## src/rtl/symbol_sequencer_pkg.sv

```systemverilog
// Shared types, defaults and the round-length clamp used by the symbol sequencer.
package symbol_sequencer_pkg;

    localparam int SYM_W_DEF = 4;
    localparam int DEPTH_DEF = 8;
    localparam int LEN_W     = 5;
    localparam int SCORE_W   = 5;

    typedef enum logic [2:0] {
        IDLE  = 3'd0,
        FILL  = 3'd1,
        SHOW  = 3'd2,
        GAP   = 3'd3,
        CHECK = 3'd4,
        DONE  = 3'd5
    } state_t;

    // A zero request still plays one symbol; anything beyond the buffer is cut to DEPTH.
    function automatic logic [LEN_W-1:0] clamp_len(input logic [3:0] req, input int depth);
        logic [LEN_W-1:0] r;
        if (req == 4'd0)
            r = LEN_W'(1);
        else if (int'(req) > depth)
            r = LEN_W'(depth);
        else
            r = {1'b0, req};
        return r;
    endfunction

endpackage

```

## src/rtl/symbol_sequencer_if.sv

```systemverilog
// Handshake bundle between the sequencer and the random source, display and keypad.
interface symbol_sequencer_if
    import symbol_sequencer_pkg::*;
#(
    parameter int SYM_W = SYM_W_DEF
) ();

    logic               start;
    logic [3:0]         seq_len;
    logic [SYM_W-1:0]   rand_num;
    logic               rand_en;
    logic               in_valid;
    logic [SYM_W-1:0]   in_sym;
    logic [SYM_W-1:0]   disp_sym;
    logic               disp_valid;
    logic               busy;
    logic               done;
    logic               pass;
    logic               fail;
    logic [SCORE_W-1:0] score;

    modport master (
        output start, seq_len, rand_num, in_valid, in_sym,
        input  rand_en, disp_sym, disp_valid, busy, done, pass, fail, score
    );

    modport slave (
        input  start, seq_len, rand_num, in_valid, in_sym,
        output rand_en, disp_sym, disp_valid, busy, done, pass, fail, score
    );

endinterface

```

## src/rtl/symbol_sequencer_buffer.sv

```systemverilog
// Reset-free DEPTH x SYM_W register file holding the symbols of the current round.
module seq_buffer
    import symbol_sequencer_pkg::*;
#(
    parameter int DEPTH = DEPTH_DEF,
    parameter int SYM_W = SYM_W_DEF
) (
    input  logic                     clk,
    input  logic                     we,
    input  logic [$clog2(DEPTH)-1:0] waddr,
    input  logic [SYM_W-1:0]         wdata,
    input  logic [$clog2(DEPTH)-1:0] raddr,
    output logic [SYM_W-1:0]         rdata
);

    logic [SYM_W-1:0] mem [DEPTH];

    always_ff @(posedge clk) begin
        if (we)
            mem[waddr] <= wdata;
    end

    assign rdata = mem[raddr];

endmodule

```

## src/rtl/symbol_sequencer.sv

```systemverilog
// Round controller: fills a buffer from the random source, plays it, then scores key entries.
//   state | meaning
//   IDLE  | waiting for the first start
//   FILL  | rand_en high, one capture per cycle
//   SHOW  | buf[idx] lit for SHOW_CYCLES
//   GAP   | display blank for GAP_CYCLES
//   CHECK | comparing key entries against buf[idx]
//   DONE  | result held until the next start
module symbol_sequencer
    import symbol_sequencer_pkg::*;
#(
    parameter int DEPTH       = DEPTH_DEF,
    parameter int SYM_W       = SYM_W_DEF,
    parameter int SHOW_CYCLES = 25_000_000,
    parameter int GAP_CYCLES  = 5_000_000
) (
    input  logic              clk,
    input  logic              reset,
    symbol_sequencer_if.slave bus
);

    localparam int IDX_W = $clog2(DEPTH);
    localparam int T_MAX = (SHOW_CYCLES > GAP_CYCLES) ? SHOW_CYCLES : GAP_CYCLES;
    localparam int TW    = $clog2(T_MAX + 1);

    localparam logic [TW-1:0]      SHOW_LOAD = TW'(SHOW_CYCLES - 1);
    localparam logic [TW-1:0]      GAP_LOAD  = TW'((GAP_CYCLES == 0) ? 0 : GAP_CYCLES - 1);
    localparam logic [IDX_W-1:0]   IDX_ONE   = IDX_W'(1);
    localparam logic [LEN_W-1:0]   LEN_ONE   = LEN_W'(1);
    localparam logic [SCORE_W-1:0] SCORE_ONE = SCORE_W'(1);

    state_t             state, state_nxt;
    logic [IDX_W-1:0]   idx, idx_nxt;
    logic [LEN_W-1:0]   len, len_nxt;
    logic [TW-1:0]      timer, timer_nxt;
    logic [SCORE_W-1:0] score_q, score_nxt;
    logic               pass_q, pass_nxt;
    logic               fail_q, fail_nxt;
    logic               last;
    logic               advance;
    logic [SYM_W-1:0]   rd_data;

    seq_buffer #(
        .DEPTH (DEPTH),
        .SYM_W (SYM_W)
    ) u_buf (
        .clk   (clk),
        .we    (state == FILL),
        .waddr (idx),
        .wdata (bus.rand_num),
        .raddr (idx),
        .rdata (rd_data)
    );

    always_ff @(posedge clk or posedge reset) begin
        if (reset) begin
            state   <= IDLE;
            idx     <= '0;
            len     <= '0;
            timer   <= '0;
            score_q <= '0;
            pass_q  <= 1'b0;
            fail_q  <= 1'b0;
        end else begin
            state   <= state_nxt;
            idx     <= idx_nxt;
            len     <= len_nxt;
            timer   <= timer_nxt;
            score_q <= score_nxt;
            pass_q  <= pass_nxt;
            fail_q  <= fail_nxt;
        end
    end

    always_comb begin
        state_nxt = state;
        idx_nxt   = idx;
        len_nxt   = len;
        timer_nxt = timer;
        score_nxt = score_q;
        pass_nxt  = pass_q;
        fail_nxt  = fail_q;
        advance   = 1'b0;
        last      = (LEN_W'(idx) == (len - LEN_ONE));

        unique case (state)
            IDLE, DONE: begin
                if (bus.start) begin
                    state_nxt = FILL;
                    len_nxt   = clamp_len(bus.seq_len, DEPTH);
                    idx_nxt   = '0;
                    score_nxt = '0;
                    pass_nxt  = 1'b0;
                    fail_nxt  = 1'b0;
                end
            end
            FILL: begin
                if (last) begin
                    idx_nxt   = '0;
                    state_nxt = SHOW;
                    timer_nxt = SHOW_LOAD;
                end else begin
                    idx_nxt = idx + IDX_ONE;
                end
            end
            SHOW: begin
                if (timer == '0) begin
                    if (GAP_CYCLES != 0) begin
                        state_nxt = GAP;
                        timer_nxt = GAP_LOAD;
                    end else begin
                        advance = 1'b1;
                    end
                end else begin
                    timer_nxt = timer - TW'(1);
                end
            end
            GAP: begin
                if (timer == '0)
                    advance = 1'b1;
                else
                    timer_nxt = timer - TW'(1);
            end
            CHECK: begin
                if (bus.in_valid) begin
                    if (bus.in_sym == rd_data) begin
                        score_nxt = score_q + SCORE_ONE;
                        if (last) begin
                            idx_nxt   = '0;
                            state_nxt = DONE;
                            pass_nxt  = 1'b1;
                        end else begin
                            idx_nxt = idx + IDX_ONE;
                        end
                    end else begin
                        state_nxt = DONE;
                        fail_nxt  = 1'b1;
                    end
                end
            end
            default: state_nxt = IDLE;
        endcase

        // End of one symbol's display slot, whether or not a blank gap was used.
        if (advance) begin
            if (last) begin
                idx_nxt   = '0;
                state_nxt = CHECK;
            end else begin
                idx_nxt   = idx + IDX_ONE;
                state_nxt = SHOW;
                timer_nxt = SHOW_LOAD;
            end
        end
    end

    assign bus.rand_en    = (state == FILL);
    assign bus.disp_valid = (state == SHOW);
    assign bus.disp_sym   = (state == SHOW) ? rd_data : '0;
    assign bus.busy       = (state == FILL) || (state == SHOW) || (state == GAP) || (state == CHECK);
    assign bus.done       = (state == DONE);
    assign bus.pass       = pass_q;
    assign bus.fail       = fail_q;
    assign bus.score      = score_q;

endmodule

```

## src/flat_wrapper.sv

```systemverilog
// flat-port wrapper written by rule: the top's interface ports become plain ports
module symbol_sequencer_flat import symbol_sequencer_pkg::*;
#(
    parameter int DEPTH       = DEPTH_DEF,
    parameter int SYM_W       = SYM_W_DEF,
    parameter int SHOW_CYCLES = 25_000_000,
    parameter int GAP_CYCLES  = 5_000_000
)
  (clk, reset, bus_start, bus_seq_len, bus_rand_num, bus_in_valid, bus_in_sym, bus_rand_en, bus_disp_sym, bus_disp_valid, bus_busy, bus_done, bus_pass, bus_fail, bus_score);
  symbol_sequencer_if #(.SYM_W(SYM_W)) bus_i ();
  input  logic clk;
  input  logic reset;
  input wire logic [$bits(bus_i.start)-1:0] bus_start;
  input wire logic [$bits(bus_i.seq_len)-1:0] bus_seq_len;
  input wire logic [$bits(bus_i.rand_num)-1:0] bus_rand_num;
  input wire logic [$bits(bus_i.in_valid)-1:0] bus_in_valid;
  input wire logic [$bits(bus_i.in_sym)-1:0] bus_in_sym;
  output wire logic [$bits(bus_i.rand_en)-1:0] bus_rand_en;
  output wire logic [$bits(bus_i.disp_sym)-1:0] bus_disp_sym;
  output wire logic [$bits(bus_i.disp_valid)-1:0] bus_disp_valid;
  output wire logic [$bits(bus_i.busy)-1:0] bus_busy;
  output wire logic [$bits(bus_i.done)-1:0] bus_done;
  output wire logic [$bits(bus_i.pass)-1:0] bus_pass;
  output wire logic [$bits(bus_i.fail)-1:0] bus_fail;
  output wire logic [$bits(bus_i.score)-1:0] bus_score;
  assign bus_i.start = bus_start;
  assign bus_i.seq_len = bus_seq_len;
  assign bus_i.rand_num = bus_rand_num;
  assign bus_i.in_valid = bus_in_valid;
  assign bus_i.in_sym = bus_in_sym;
  assign bus_rand_en = bus_i.rand_en;
  assign bus_disp_sym = bus_i.disp_sym;
  assign bus_disp_valid = bus_i.disp_valid;
  assign bus_busy = bus_i.busy;
  assign bus_done = bus_i.done;
  assign bus_pass = bus_i.pass;
  assign bus_fail = bus_i.fail;
  assign bus_score = bus_i.score;
  symbol_sequencer #(.DEPTH(DEPTH), .SYM_W(SYM_W), .SHOW_CYCLES(SHOW_CYCLES), .GAP_CYCLES(GAP_CYCLES)) u_core (.clk(clk), .reset(reset), .bus(bus_i));
endmodule
```

## config.mk

```make
export PLATFORM = sky130hd
export DESIGN_NAME = symbol_sequencer_flat
export DESIGN_NICKNAME = d
export VERILOG_FILES = /design/src/rtl/symbol_sequencer_pkg.sv /design/src/rtl/symbol_sequencer_if.sv /design/src/rtl/symbol_sequencer_buffer.sv /design/src/rtl/symbol_sequencer.sv /design/src/flat_wrapper.sv
export SDC_FILE = /design/constraint.sdc
export NUM_CORES = 1
export LEC_CHECK = 0
export ABC_AREA = 1
export BUFFER_PORTS_ARGS = -buffer_cell sky130_fd_sc_hd__buf_2
export CAP_MARGIN = 15
export CORE_MARGIN = 2
export CORE_UTILIZATION = 54
export DETAILED_ROUTE_END_ITERATION = 8
export PLACE_DENSITY = 0.71
export SLEW_MARGIN = 5
export SYNTH_ARGS = -nofsm -noshare
export SYNTH_HDL_FRONTEND = slang
export SYNTH_HIERARCHICAL = 1
export SYNTH_SLANG_ARGS = --single-unit
```

## constraint.sdc

```tcl
create_clock -name clk -period 2.55 [get_ports clk]
set_clock_uncertainty 0.1 [all_clocks]
set_input_delay 0 -clock clk [delete_from_list [all_inputs] [get_ports clk]]
set_output_delay 0 -clock clk [all_outputs]
set_load 0.005 [all_outputs]
```

; Yosys cells after proc, flatten, opt, wreduce, memory -nomap -nowiden
; Memories as Yosys holds them, arrays and structs flattened.
; Index checks and enable logic that the tools add are counted.
[word_totals]
regBits = 43
mem_bits_rw = 32
input_bits = 16
output_inout_bits = 15
word_cells = 87
memories = 1
[mem_list]
columns = memory, words, width, read_ports, rd_ports_with_merged_regs, write_ports, line
row1 = u_core.u_buf.mem, 8, 4, 1, 0, 1, symbol_sequencer_buffer.sv:16  ; logic [SYM_W-1:0] mem [DEPTH];
[op_classes]
addsub = 4
n_lt_le_gt_ge = 1
n_eq_ne = 19
muxes = 40
reduce_logical = 15
[op_table]
columns = cell, count
row1 = 25-bit two-way mux, 5
row2 = 25-bit one-hot mux with 3 select lines, 1
row3 = 3-bit two-way mux, 13
row4 = 25-bit logical NOT, 1
row5 = "25-bit by 1-bit subtractor with 25-bit output, second input constant", 1
row6 = 5-bit two-way mux, 4
row7 = 3-bit one-hot mux with 5 select lines, 1
row8 = 4-bit AND reduction, 3
row9 = 1-bit two-way mux, 10
row10 = 5-bit one-hot mux with 2 select lines, 1
row11 = "3-bit by 1-bit != test with 1-bit output, second input constant", 3
row12 = 3-bit one-hot mux with 3 select lines, 1
row13 = 4-bit two-way mux, 2
row14 = "3-bit by 2-bit == test with 1-bit output, second input constant", 2
row15 = "3-bit == test, second input constant", 2
row16 = "2-bit by 1-bit != test with 1-bit output, second input constant", 3
row17 = "2-bit != test, second input constant", 3
row18 = "3-bit by 2-bit != test with 1-bit output, second input constant", 2
row19 = 6-bit AND reduction, 1
row20 = "5-bit by 1-bit adder with 5-bit output, second input constant", 1
row21 = 3-bit by 5-bit == test with 1-bit output, 1
row22 = 5-bit AND reduction, 1
row23 = "5-bit by 1-bit subtractor with 5-bit output, second input constant", 1
row24 = 4-bit == test, 1
row25 = other kinds (12), 15

; Longest topological paths before layout
[depth]
word_depth = 7
ltp_mapped = 19
mapped_depth_nobuf = 17

; Hierarchy
; The synthesis kept the hierarchy.
[modules_own_cells]
columns = module, instances, cells_each, area_per_inst_um2, seq_area_each_um2
row1 = symbol_sequencer, 1, 488, 3183.1, 1051.0
row2 = seq_buffer, 1, 156, 1487.7, 960.9

; Worst setup path after synthesis
; OpenSTA, ideal clock, no wires.
[synth_path]
path_type = register to register
from = register u_core.timer[0]
to = register u_core.timer[0]
arrival_time_ns = 1.834
required_time_ns = 2.323
path_slack_ns = 0.489
stages_incl_launch_ff = 11
path_buffers = 0
synth_period_minus_slack_ns = 2.061
cell_sequence = dfrtp_1 > inv_1 > ha_1 > nand3_4 > nor3_1 > nand2_1 > ha_1 > nand2_1 > o21ai_0 > a21oi_1 > nand3_1
[synth_between]
elab_chain_cells = 5
word_cells_on_any_way = 10
classes_between = 1 x add/sub / 8 x mux / 1 x reduce/logical
[synth_rtl]
columns = item, line
row1 = "start, declared", symbol_sequencer.sv:35  ; logic [TW-1:0] timer, timer_nxt;
row2 = "start signal, assigned", symbol_sequencer.sv:68  ; timer <= timer_nxt;
row3 = 25-bit by 1-bit subtractor with 25-bit output / 25-bit logical NOT (equally long branches), -
row4 = 25-bit two-way mux (on tied branches), "symbol_sequencer.sv:119, symbol_sequencer.sv:107"
row5 = 25-bit one-hot mux with 3 select lines, symbol_sequencer.sv:86  ; unique case (state)
row6 = 25-bit two-way mux, symbol_sequencer.sv:146  ; if (last) begin
row7 = 25-bit two-way mux *, symbol_sequencer.sv:145  ; if (advance) begin
row8 = net u_core.timer_nxt[0], symbol_sequencer.sv:35
; The timed path passes the listed nets; every way through them passes the cells marked *.
; A chain may end at the register's enable or synchronous reset.

; Final worst setup path
[layout_path]
from = register u_core.state[2]
to = register u_core.len[3]
[layout_between]
elab_chain_cells = 3
word_cells_on_any_way = 4
classes_between = 1 x eq/ne / 3 x reduce/logical
[layout_rtl]
columns = item, line
row1 = "start, declared", symbol_sequencer.sv:32  ; state_t state, state_nxt;
row2 = "start signal, assigned", symbol_sequencer.sv:65  ; state <= state_nxt;
row3 = 3-bit == test / 3-bit logical NOT (equally long branches), symbol_sequencer.sv:86
row4 = 2-bit OR reduction *, symbol_sequencer.sv:86
row5 = 2-bit AND reduction (no source line) *, -
row6 = "end signal, assigned", symbol_sequencer.sv:67  ; len <= len_nxt;
row7 = "end, declared", symbol_sequencer.sv:34  ; logic [LEN_W-1:0] len, len_nxt;
; Every way passes the cells marked *; elsewhere a longest branch is shown, timed or not.

==> tab_implementation.tex <==
\begin{tabular}{lr}
\hline
Metric & Value \\
\hline
\multicolumn{2}{l}{\textbf{Clock tree}} \\
Root cell of the clock tree & sky130\_fd\_sc\_hd\_\_clkbuf\_8 \\
CTS buffer count & 9 \\
Source-to-sink clock delay at the later pin of the worst-skew pair & roughly 0.35 ns \\
Bufs on Longest Clock Path & 2 \\
Clock sink total & 74 \\
CTS tree & done \\
H-tree level count & 3 \\
Clock transition at the register clock pins on the worst setup and hold paths after CTS & $\sim$0.080 ns \\
\multicolumn{2}{l}{\textbf{Synthesis}} \\
Cell type contributing the most total cell area after synthesis & sky130\_fd\_sc\_hd\_\_dfrtp\_1 \\
Number of enable flip-flop cells after synthesis & 32 \\
Top cells by instance count after synthesis & sky130\_fd\_sc\_hd\_\_nand2\_1, sky130\_fd\_sc\_hd\_\_inv\_1, sky130\_fd\_sc\_hd\_\_nand3\_1 \\
Most common cell in the synthesized netlist & sky130\_fd\_sc\_hd\_\_nand2\_1 \\
Post-synthesis instance total & between 600 and 700 \\
Top post-synthesis cells by area & sky130\_fd\_sc\_hd\_\_dfrtp\_1, sky130\_fd\_sc\_hd\_\_edfxtp\_1, sky130\_fd\_sc\_hd\_\_nand2\_1 \\
Post-synthesis average cell area & between 7 and 8 um\^{}2 \\
Sequential fraction of the synthesis area & a little over two fifths \\
Synthesized net count & around 670 \\
Flip-flop and latch count after synthesis & 74 \\
Number of different library cells in the post-synthesis netlist & 35 \\
Post-Syn Area & around 4700 um\^{}2 \\
Fraction of synthesized cell area taken by the top area cell type & a little under a quarter \\
Async SR Flop Fraction & between 50 and 60\% \\
Number of synthesis warnings & 6 \\
Post-synth top flop & sky130\_fd\_sc\_hd\_\_dfrtp\_1 \\
\multicolumn{2}{l}{\textbf{Routing}} \\
Via-per-instance ratio & roughly 5.2 \\
Final ANT Viol Nets & 0 \\
Avg WL per Cell & 14.0 um \\
Initial drt markers & roughly 230 \\
Total number of vias & roughly 4200 \\
Count of TritonRoute iterations in the first routing pass & 4 \\
Sum of routed wire length over all layers & about 11000 um \\
DRC violations left & 0 \\
\multicolumn{2}{l}{\textbf{Critical path}} \\
Maximum net fanout on the critical path & 5 \\
Arrival time of data at the critical path endpoint & around 2.6 ns \\
Worst setup EP type & flop \\
Required @ worst endpoint & approximately 2.7 ns \\
Slowest CP cell & sky130\_fd\_sc\_hd\_\_dlygate4sd3\_1 \\
Cells along the critical path & nor2\_2, nand2\_1, o21ai\_4, nand2\_1, nor2\_2, dlygate4sd3\_1, a21oi\_1, dlygate4sd3\_1 \\
Largest stage delay, worst path & roughly 0.55 ns \\
Category of the worst setup path launch point & flop \\
Class of the most critical setup path & flop to flop \\
\multicolumn{2}{l}{\textbf{Finish}} \\
Layout cell share with drive strength beyond 1 & between 10\% and 20\% \\
Fraction of the core area covered by cells at the end of the flow & roughly 65\% \\
Synthesis-to-finish area growth & 14.7\% \\
Final antenna diode count & 0 \\
Final std cells w/o fill & 809 \\
Layout Nets & slightly above 700 \\
\multicolumn{2}{l}{\textbf{Floorplanning}} \\
Die height & 97 um \\
Area of the die & roughly 9400 um\^{}2 \\
Overall die width & 97 um \\
Initial core utilization & around 56\% \\
Core Area & between 8000 and 9000 um\^{}2 \\
I/O pin cnt & 31 \\
Number of rows created at floorplan & 33 \\
\multicolumn{2}{l}{\textbf{Global route}} \\
GR peak layer & met2 \\
Global routing usage summed across all routing layers & 25.2\% \\
Global Route met3 Usage & around 4.1\% \\
Maximum number of pins on one net before global-route repair & 29 \\
Global routing met2 resource utilization & between 40\% and 50\% \\
Initial antenna violation count & 0 \\
Global route overflow & 0 \\
Vias in the first global route & around 4100 \\
Met1 capacity usage during global routing & 33.3\% \\
First-pass GRT wire length & 19300 um \\
\multicolumn{2}{l}{\textbf{Run status}} \\
Outcome & complete, no violations \\
\multicolumn{2}{l}{\textbf{Power}} \\
Power density of the placed cells & 1080 nW/um\^{}2 \\
Sw power & between 2 and 3 mW \\
Worst supply voltage drop on vdd & slightly above 0.6 mV \\
Part of the total power dissipated in sequential elements & roughly a third \\
Switching power as a share of total power & 45.9\% \\
Power Internal & 3.13 mW \\
Portion of total power attributed to combinational logic & 49.5\% \\
Leakage power of the design & about 2.8 nW \\
Clk network pwr share & between 10\% and 20\% \\
\multicolumn{2}{l}{\textbf{STA}} \\
Final Slew Violations & 0 \\
Final sum of negative setup slack & 0 ns \\
Number of setup violations in the final report & 0 \\
RSZ-0062 raised after global routing & false \\
Part of the cycle the worst path needs & 97.3\% \\
Worst-case headroom to the max-slew limit & around three fifths \\
Min cycle time layout & between 2 and 2.5 ns \\
Worst slew pin tran & between 0.6 and 0.7 ns \\
Timing-limited maximum frequency & slightly above 400 MHz \\
Number of hold violations in the final report & 0 \\
\multicolumn{2}{l}{\textbf{Placed design}} \\
Port bufs & 30 \\
Placed cells & a little under 800 \\
Final estimated routing congestion in global placement & 1.01 \\
Post-DP HPWL & about 8300 um \\
\multicolumn{2}{l}{\textbf{Hold path}} \\
Class of the tightest hold or removal check & input pin to flop \\
\multicolumn{2}{l}{\textbf{Flow run}} \\
\# Max-Cap Violations & 0 \\
\hline
\end{tabular}
[state kept, by name, indices dropped and copies added, names as in the netlist]
name	cells
u_core/len	4
u_core/state	3
u_core/bus.pass	1
u_core/idx	3
u_core/u_buf/mem	32
u_core/bus.score	5
u_core/bus.fail	1
u_core/timer	25
[cell usage in the layout, fill, tap and decap left out, types with 6 or more instances in the layout]
cell                              n
sky130_fd_sc_hd__a21oi_1         12
sky130_fd_sc_hd__buf_2           30
sky130_fd_sc_hd__buf_4            7
sky130_fd_sc_hd__clkbuf_8         9
sky130_fd_sc_hd__dfrtp_1         40
sky130_fd_sc_hd__dlygate4sd3_1   15
sky130_fd_sc_hd__edfxtp_1        32
sky130_fd_sc_hd__inv_1           93
sky130_fd_sc_hd__inv_2           11
sky130_fd_sc_hd__nand2_1        218
sky130_fd_sc_hd__nand2_2         11
sky130_fd_sc_hd__nand3_1         67
sky130_fd_sc_hd__nand3b_1         6
sky130_fd_sc_hd__nand4_1          6
sky130_fd_sc_hd__nor2_1          62
sky130_fd_sc_hd__nor2_2           8
sky130_fd_sc_hd__o21ai_0         16
sky130_fd_sc_hd__xor2_1           6
[metrics by stage]
step                hold slack (ns)  total power, mW  instance area [um^2]  setup WS [ns]
floorplan                  -0.00113             3.92                  4670          0.489
global placement             0.0657             4.54                  4930          0.277
detailed placement           0.0643             4.59                  4930          0.248
CTS                          0.0225             5.76                  5330         0.0510
global route                 0.0201             6.31                  5360        0.00390
finish                       0.0318             5.78                  5360         0.0696
[power groups by stage]
stage               Sequential [mW]  Clock [mW]  Combinational [mW]
floorplan                      1.74           0                2.18
global placement               1.82           0                2.72
detailed placement             1.83           0                2.76
CTS                            1.81        1.13                2.82
global route                   1.86        1.18                3.27
finish                         1.82        1.10                2.86
[per-layer routing]
metal / wire length, um / part of all wire (%)
met1: 5110 / 45
met2: 5360 / 47
met3: 554 / 4.9
met4: 291 / 2.6
met5: 0 / 0
[cells by family (layout without fill, tap and decap cells)]
family                     after synthesis  count (layout)  synth area share, %
and+or+nand+nor                        399             399                 38.5
buffers and inverters                  115             175                 10.1
DFF                                     74              74                 43.1
AOI/OAI and AO/OA                       45              45                 5.84
xor gates and xnor gates                 6               6                 1.13
adders and majority gates                5               5                 1.34
[area by class of cell]
cell class / count / area, um^2
fill: 736 / 2940
multi-input combinational: 455 / 2200
sequential: 74 / 2010
inverter: 106 / 400
timing repair buffer: 53 / 368
tap: 105 / 131
clock buffer: 10 / 128
clock inverter: 6 / 115
[critical path, delay by kind of cell, from the launching register on]
family                 cells  cell delay (ns)
buffers and inverters      2             1.10
AND/OR/NAND/NOR            4             0.57
flip-flops                 1             0.46
AO/OA/AOI/OAI              2             0.14
[worst paths after layout]
path | to | from | slack [ns] | depth (start not counted)
max | u_core/len[3]$_DFFE_PP0P_ | u_core/state[2]$_DFFE_PP0P_ | 0.07 | 8
min | u_core/state[1]$_DFFE_PP0P_ | bus_in_valid | 0.03 | 5
max reg2reg | u_core/len[3]$_DFFE_PP0P_ | u_core/state[2]$_DFFE_PP0P_ | 0.07 | 8
min reg2reg | u_core/bus.fail$_DFFE_PP0P_ | u_core/bus.fail$_DFFE_PP0P_ | 0.42 | 2
max in group asynchronous | u_core/timer[4]$_DFF_PP0_ | reset | 1.68 | 4
min in group asynchronous | u_core/bus.score[3]$_DFFE_PP0P_ | reset | 0.10 | 3
[what timing repair did]
action,in CTS,in global routing
endpoints found under the hold margin,65,0
hold buffers,15,0
endpoints found under the setup margin,0,5
setup buffers,0,0
resized for setup,0,5
No activity file was read; power rests on OpenSTA's default activity.
